## src/rtl/ram_rd_check.sv

```systemverilog
// rtl/ram_rd_check.sv - read-side checker for the single-port RAM stimulus generator
module ram_rd_check #(
    parameter int ADDR_W     = 5,
    parameter int DATA_W     = 8,
    parameter int DEPTH      = 32,
    parameter int RD_LATENCY = 1,
    parameter int CNT_W      = 16
) (
    input  logic              clk,
    input  logic              rst_n,
    input  logic              ram_en,
    input  logic              ram_wea,
    input  logic [ADDR_W-1:0] ram_addr,
    input  logic [DATA_W-1:0] ram_wr_data,
    input  logic [DATA_W-1:0] ram_rd_data,
    input  logic              clr,
    output logic              chk_valid,
    output logic              chk_ok,
    output logic              rd_err,
    output logic [CNT_W-1:0]  err_cnt,
    output logic [CNT_W-1:0]  round_cnt,
    output logic              round_pass,
    output logic [ADDR_W-1:0] first_err_addr,
    output logic [DATA_W-1:0] first_err_exp,
    output logic [DATA_W-1:0] first_err_act
);

    typedef enum logic [1:0] {IDLE = 2'd0, RUN = 2'd1, FAIL = 2'd2} state_t;

    localparam logic [ADDR_W:0]  RUN_LAST = (ADDR_W + 1)'(DEPTH - 1);
    localparam logic [CNT_W-1:0] CNT_MAX  = '1;

    state_t state_q, state_d;

    logic [DATA_W-1:0]     shadow [DEPTH];
    logic [DEPTH-1:0]      shadow_vld;
    logic [RD_LATENCY-1:0] pipe_vld;
    logic [ADDR_W-1:0]     pipe_addr [RD_LATENCY];
    logic [DATA_W-1:0]     pipe_exp  [RD_LATENCY];

    logic              wr, issue, cmp, match, hit, mism;
    logic [ADDR_W:0]   run_len, run_base;
    logic [CNT_W-1:0]  err_base, round_base;
    logic              first_vld, first_base;

    assign wr    = ram_en & ram_wea;
    assign issue = ram_en & ~ram_wea;

    // Shadow data needs no reset; the valid bits gate every compare.
    always_ff @(posedge clk) begin
        if (wr) shadow[ram_addr] <= ram_wr_data;
    end

    always_ff @(posedge clk or negedge rst_n) begin
        if (!rst_n) shadow_vld <= '0;
        else if (wr) shadow_vld[ram_addr] <= 1'b1;
    end

    // Reads to never-written addresses enter as empty slots: no compare later.
    always_ff @(posedge clk or negedge rst_n) begin
        if (!rst_n) begin
            pipe_vld <= '0;
            for (int i = 0; i < RD_LATENCY; i++) begin
                pipe_addr[i] <= '0;
                pipe_exp[i]  <= '0;
            end
        end else begin
            pipe_vld[0]  <= issue & shadow_vld[ram_addr];
            pipe_addr[0] <= ram_addr;
            pipe_exp[0]  <= shadow[ram_addr];
            for (int i = 1; i < RD_LATENCY; i++) begin
                pipe_vld[i]  <= pipe_vld[i-1];
                pipe_addr[i] <= pipe_addr[i-1];
                pipe_exp[i]  <= pipe_exp[i-1];
            end
        end
    end

    assign cmp   = pipe_vld[RD_LATENCY-1];
    assign match = (ram_rd_data == pipe_exp[RD_LATENCY-1]);
    assign hit   = cmp & match;
    assign mism  = cmp & ~match;

    // clr takes effect first, then the same-cycle compare lands on the cleared values.
    assign run_base   = clr ? '0 : run_len;
    assign err_base   = clr ? '0 : err_cnt;
    assign round_base = clr ? '0 : round_cnt;
    assign first_base = clr ? 1'b0 : first_vld;

    always_comb begin
        state_d = clr ? IDLE : state_q;
        if (mism) state_d = FAIL;
        else if (hit && state_d == IDLE) state_d = RUN;
    end

    always_ff @(posedge clk or negedge rst_n) begin
        if (!rst_n) state_q <= IDLE;
        else state_q <= state_d;
    end

    assign rd_err = (state_q == FAIL);

    always_ff @(posedge clk or negedge rst_n) begin
        if (!rst_n) begin
            chk_valid      <= 1'b0;
            chk_ok         <= 1'b0;
            round_pass     <= 1'b0;
            err_cnt        <= '0;
            round_cnt      <= '0;
            run_len        <= '0;
            first_vld      <= 1'b0;
            first_err_addr <= '0;
            first_err_exp  <= '0;
            first_err_act  <= '0;
        end else begin
            chk_valid  <= cmp;
            chk_ok     <= hit;
            round_pass <= 1'b0;
            if (clr) begin
                err_cnt        <= '0;
                round_cnt      <= '0;
                run_len        <= '0;
                first_vld      <= 1'b0;
                first_err_addr <= '0;
                first_err_exp  <= '0;
                first_err_act  <= '0;
            end
            if (mism) begin
                run_len <= '0;
                if (err_base != CNT_MAX) err_cnt <= err_base + CNT_W'(1);
                if (!first_base) begin
                    first_vld      <= 1'b1;
                    first_err_addr <= pipe_addr[RD_LATENCY-1];
                    first_err_exp  <= pipe_exp[RD_LATENCY-1];
                    first_err_act  <= ram_rd_data;
                end
            end else if (hit) begin
                if (run_base == RUN_LAST) begin
                    run_len    <= '0;
                    round_pass <= 1'b1;
                    if (round_base != CNT_MAX) round_cnt <= round_base + CNT_W'(1);
                end else begin
                    run_len <= run_base + (ADDR_W + 1)'(1);
                end
            end
        end
    end

endmodule

```

## config.mk

```make
export PLATFORM = sky130hd
export DESIGN_NAME = ram_rd_check
export DESIGN_NICKNAME = d
export VERILOG_FILES = /design/src/rtl/ram_rd_check.sv
export SDC_FILE = /design/constraint.sdc
export NUM_CORES = 1
export LEC_CHECK = 0
export ABC_CLOCK_PERIOD_IN_PS = 2600
export BUFFER_PORTS_ARGS = -buffer_cell sky130_fd_sc_hd__buf_2
export CORE_MARGIN = 3
export CORE_UTILIZATION = 61
export CTS_CLUSTER_SIZE = 10
export DETAILED_ROUTE_END_ITERATION = 12
export PLACE_DENSITY = 0.8
export REMOVE_ABC_BUFFERS = 1
export SKIP_CTS_REPAIR_TIMING = 1
export SYNTH_ARGS = -nofsm -noshare
export SYNTH_HDL_FRONTEND = slang
export SYNTH_SLANG_ARGS = --single-unit
```

## constraint.sdc

```tcl
create_clock -name clk -period 2.6 [get_ports clk]
set_clock_uncertainty 0.15 [all_clocks]
set_input_delay 0.13 -clock clk [delete_from_list [all_inputs] [get_ports clk]]
set_output_delay 0.13 -clock clk [all_outputs]
set_load 0.05 [all_outputs]
```

### Word-level counts from Yosys, hierarchy flattened

Memory sizes are Yosys's and may differ from the RTL's. A register that Yosys moved wholly into a read port is not among the register bits.
Index checks and enable logic that the tools add are counted.

* bits in latches: 0
* word-level logic and storage cells: 72
* memories: 1
* RAM bits: 256
* bits in read-only memories: 0
* register bits after elaboration: 103

* mux-type cells: 35
* shift-type cells: 0
* reductions and logical operators: 4
* div/mod/pow operators: 0
* multipliers: 0
* magnitude comparators: 2
* bitwise logic cells: 8
* $add $sub $neg: 3
* equal/unequal tests: 5

Memory list
* shadow: words 32, width 8, read ports 1, clocked after Yosys merged registers in 1, write ports 1, RTL line 35 `logic [DATA_W-1:0] shadow [DEPTH];`

Operators with widths (count)
* $mux W16: 8
* $mux W8: 6
* $add A16 B1 Y16 const B: 2
* $ne A16 B16 Y1 const B: 2
* $or A32 B32 Y32: 1
* $mux W6: 4
* $mux W5: 3
* $mux W1: 9
* $eq A8 B8 Y1: 1
* $add A6 B1 Y6 const B: 1
* $eq A6 B5 Y1 const B: 1
* $lt A5 B6 Y1 const B: 1
* $mux W2: 3
* $and A1 B1 Y1: 5
* $bmux W1 S5: 1
* $demux W1 S5: 1
* $ge A5 B1 Y1 const B: 1
* $eq A2 B2 Y1 const B: 1
* $logic_and A1 B1 Y1: 2
* $logic_not A2 Y1: 1
* $not A1 Y1: 2
* $logic_not A1 Y1: 1

### Longest topological paths before layout

* depth in word-level cells: 6
* depth in mapped cells: 9
* depth with buffers taken out: 7

### Worst setup path after synthesis

OpenSTA, ideal clock, no wires.

* kind: register to register
* from: register err_cnt[0]
* to: register err_cnt[5]
* path slack: 0.118 ns
* period minus slack after synthesis: 2.482 ns
* arrival: 2.221 ns
* library setup time: 0.110 ns
* cell stages (with the launch flop): 9
* path buffers: 1
* cell sequence: dfrtp_1 nor2b_1 ha_1 and4b_1 nand4_1 nor2_1 buf_2 o311ai_0 o41ai_1

* word-level cells in the longest chain between the ends: 4
* elaborated cells between the ends (all ways): 5
* classes of those cells: add/sub: 1; eq/ne: 1; mux: 3

Ends and longest elaborated chain
* start, declared: RTL line 20 `output logic [CNT_W-1:0] err_cnt,`
* start signal, assigned: RTL line 130 `if (err_base != CNT_MAX) err_cnt <= err_base + CNT_W'(1);`
* $mux W16 (*): RTL line 86 `assign err_base = clr ? '0 : err_cnt;`
* $add A16 B1 Y16 / $ne A16 B16 Y1 (equally long branches): RTL line 130
* $mux W16 (*): RTL line 130
* $mux W16 (*): RTL line 128 `if (mism) begin`

Every way passes the cells marked *; elsewhere a longest branch is shown, timed or not.
A chain may end at the register's enable or synchronous reset.

### Worst setup path in the final report

* from: register shadow_vld[23]
* to: register pipe_vld, in the netlist cmp

* word-level cells in the longest chain between the ends: 3

Ends and longest elaborated chain
* start, declared: RTL line 36 `logic [DEPTH-1:0] shadow_vld;`
* start signal, assigned: RTL line 55 `if (!rst_n) shadow_vld <= '0;`
* start signal, assigned by index: RTL line 56 `else if (wr) shadow_vld[ram_addr] <= 1'b1;`
* $bmux W1 S5: RTL line 68 `pipe_vld[0] <= issue & shadow_vld[ram_addr];`
* $mux W1 (not written as such): RTL line 68
* $and A1 B1 Y1: RTL line 68
* end signal, assigned by index: RTL line 72 `pipe_vld[i] <= pipe_vld[i-1];`
* end, declared: RTL line 37 `logic [RD_LATENCY-1:0] pipe_vld;`

No other way between the ends. The select of a mux whose other input is x is not followed.

==> summary.txt <==
Synth Cell Area - 0.01470 mm²
Site Rows - 56
Total Nets Final - 1071
Leakage Power - 6.541 nW
IO Pins - 83
Met1 GRT Util - 0.3685
Slowest CP cell - dlygate4sd3_1
Clock Pin Slew Worst Setup and Hold Paths - 0.05 ns
Final instance area - 0.01725 mm²
Seq/Total Area, Yosys - 0.7120
CTS Buf Count - 42
Grt ovf - 0
Post-DP HPWL - 20320 µm
Top cells by area, synth - edfxtp_1 (52%), dfrtp_1 (19%), mux4_2 (11%), a22oi_1 (1.8%), or2_2 (1.4%)
Fin Hold WS - -0.02817 ns
Worst Tran Pin Value - 0.6763 ns
Vias per inst - 6.250
Vias in the first global route - 8428
Worst min-delay path class - input pin to async pin
Crit path kind - register to register
Area share of the leading cell type in the synthesized netlist - 0.5230
F_max - 397.4 MHz
First-pass GRT wire length - 50720 µm
WP data required - 2.86 ns
Failing checks - hold timing
CTS tree - done
Iter 0 DRT Violations - 871
CP cell instances - mux4_2 > a22o_1 > a221oi_1 > buf_4 > a311oi_1 > dlygate4sd3_1
Max Cap Viol - 0
Area grow syn2layout - 17.35%
Final Setup Violations - 0
Detailed Route WL - 33310 µm
GR peak layer - met2
Result of the run - finished with violations
Share of cells above drive strength 1 - 0.2936
Initial antenna violation count - 0
Post-layout util - 0.7326
Max Fanout on Critical Path - 2
GP Congestion - 0.8415
H-tree depth - 2
Residual DRC - 0
Flops & latches, synth - 367
Total power - 12.74 mW
Antenna cell count - 0
WP data arrival - 2.77 ns
Critical Path Start Type - register
Number of routed nets with antenna violations - 0
CP Capture Type - register
Number of flops mapped to enable cells by yosys - 256
Fin. Hold Viols - 45
DIE AREA - 0.02599 mm²
Area of the core - 0.02354 mm²
Die H - 161.2 µm
Slew Limit Fails - 0
Primary FF master, synth - edfxtp_1
Sink Count - 367
Dpl ws - -0.06044 ns
Final WS setup - 0.08346 ns
Relative slew slack - 0.5491
CTS root buf - clkbuf_16
Leading area contributor after synthesis - edfxtp_1
Worst VDD drop - 0.6404 mV
Largest net degree at the start of global routing - 50
Input/output buffers - 82
Cell Count Post-Placement - 1298
Cells after synthesis - 881
Delay of the slowest critical-path stage - 0.59 ns
DR vias - 8700
TNS Setup - 0 ns
Tmin final - 2.517 ns
Drt first pass iters - 5
FFs w/ async S/R, synth - 0.3025
Syn. warnings - 0
Placed inst area - 0.01583 mm²
M2 GR Usage - 0.4170
Average cell area after synthesis - 16.68 µm²
Clk_lat worst skew - 0.54 ns
Total power per unit cell area - 738.4 mW/mm²
Starting density of the core - 0.6243
Total GRT Usage - 0.2578
Drt wl/cell - 23.93 µm
Period utilization - 0.9679
Synth unique cells - 59
Post-Layout Cell Count - 1392
Die width - 161.2 µm
Longest Clk Path Bufs - 3
Met3 usage - 0.04155
path summary, 6_finish.rpt:
check / start / end / slack [ns] / cells past startpoint
max in group asynchronous: rst_n / first_err_act[1] / 1.58 / 3
hold / removal: rst_n / shadow_vld[26] / -0.03 / 2
setup / recovery: shadow_vld[23] / cmp / 0.08 / 6
hold reg to reg: shadow_vld[10] / shadow_vld[10] / 0.31 / 1
setup reg to reg: shadow_vld[23] / cmp / 0.08 / 6
min in group clk: ram_wr_data[5] / shadow[6][5] / -0.01 / 1
report_power, final:
part | internal (mW) | switching [mW] | total [mW] | leakage, nW
sequential | 6.46 | 0.0963 | 6.55 | 3.78
clock | 3.08 | 2.16 | 5.24 | 0.578
combinational | 0.369 | 0.577 | 0.946 | 2.19
state kept, by name (all words and copies together), names as in the netlist, 2 cells and up:
| register | flops |
|---|---|
| shadow_vld | 32 |
| shadow | 256 |
| first_err_act | 8 |
| pipe_addr | 5 |
| run_len | 6 |
| first_err_addr | 5 |
| first_err_exp | 8 |
| pipe_exp | 8 |
| state_q | 2 |
| err_cnt | 16 |
| round_cnt | 16 |
cells in the mapped netlist (3+ instances only):
cell	number
nand2_1	34
a21oi_1	15
a21o_1	3
xnor2_1	12
buf_2	11
or3_1	6
and3b_1	4
clkbuf_1	21
or4_1	9
inv_1	28
and2_1	5
nand4_1	13
a22oi_1	35
nand3b_1	3
or2_2	33
buf_1	9
nor4_1	4
nor2b_1	12
nor2_1	46
o31ai_1	8
nor3b_1	3
nand3_1	36
and4b_1	4
edfxtp_1	256
dfrtp_1	111
xnor2_2	5
and3_1	7
mux4_2	72
o21ai_0	35
metal layers:
| layer | share of wire | vias to the layer above | routed length (µm) |
|---|---|---|---|
| met5 | 0 | - | 0 |
| met1 | 0.40 | 4423 | 13380 |
| met2 | 0.49 | 449 | 16170 |
| li1 | - | 3749 | - |
| met4 | 0.032 | 0 | 1074 |
| met3 | 0.081 | 79 | 2686 |
area by class of cell:
cell class	count	area (µm²)
repair buffers	161	1114
clock buffers	72	1185
flip-flops and latches	367	10470
well taps	319	399.1
fillers	1410	6295
clock inverters	2	32.53
multi-input cells	443	3948
inverters	28	105.1
worst max-delay path: cells and delay by family (launching register included):
| family | cells | cell delay, ns |
|---|---|---|
| buffers and inverters | 2 | 0.78 |
| AO/OA/AOI/OAI | 3 | 0.61 |
| multiplexers | 1 | 0.49 |
| flip-flops | 1 | 0.37 |
kinds of logic after synthesis:
logic type / count (synthesis) / synth area share
flops: 367 / 0.7120
fa+ha+maj: 2 / 0.001702
mux: 76 / 0.1133
simple gates: 234 / 0.08913
buf+inv: 71 / 0.02026
compound gates: 113 / 0.05031
xor+xnor: 18 / 0.01328
placed cells by master (no fill, tap or decap), types with 4 or more instances in the layout:
cell,instances
a22oi_1,35
and4b_1,4
clkbuf_16,43
edfxtp_1,256
or3_1,6
nor2_1,45
nand3_1,36
a21oi_1,15
o31ai_1,8
buf_12,5
xnor2_2,5
dfrtp_1,111
and2_1,5
nand4_1,13
xnor2_1,12
buf_2,79
nand2_1,34
nor2b_1,10
nor4_1,4
clkbuf_1,29
or2_2,33
or4_1,9
mux4_2,72
buf_4,59
o21ai_0,35
dlygate4sd3_1,17
and3b_1,4
and3_1,7
inv_1,28
Power figures use the tool's default switching activity.
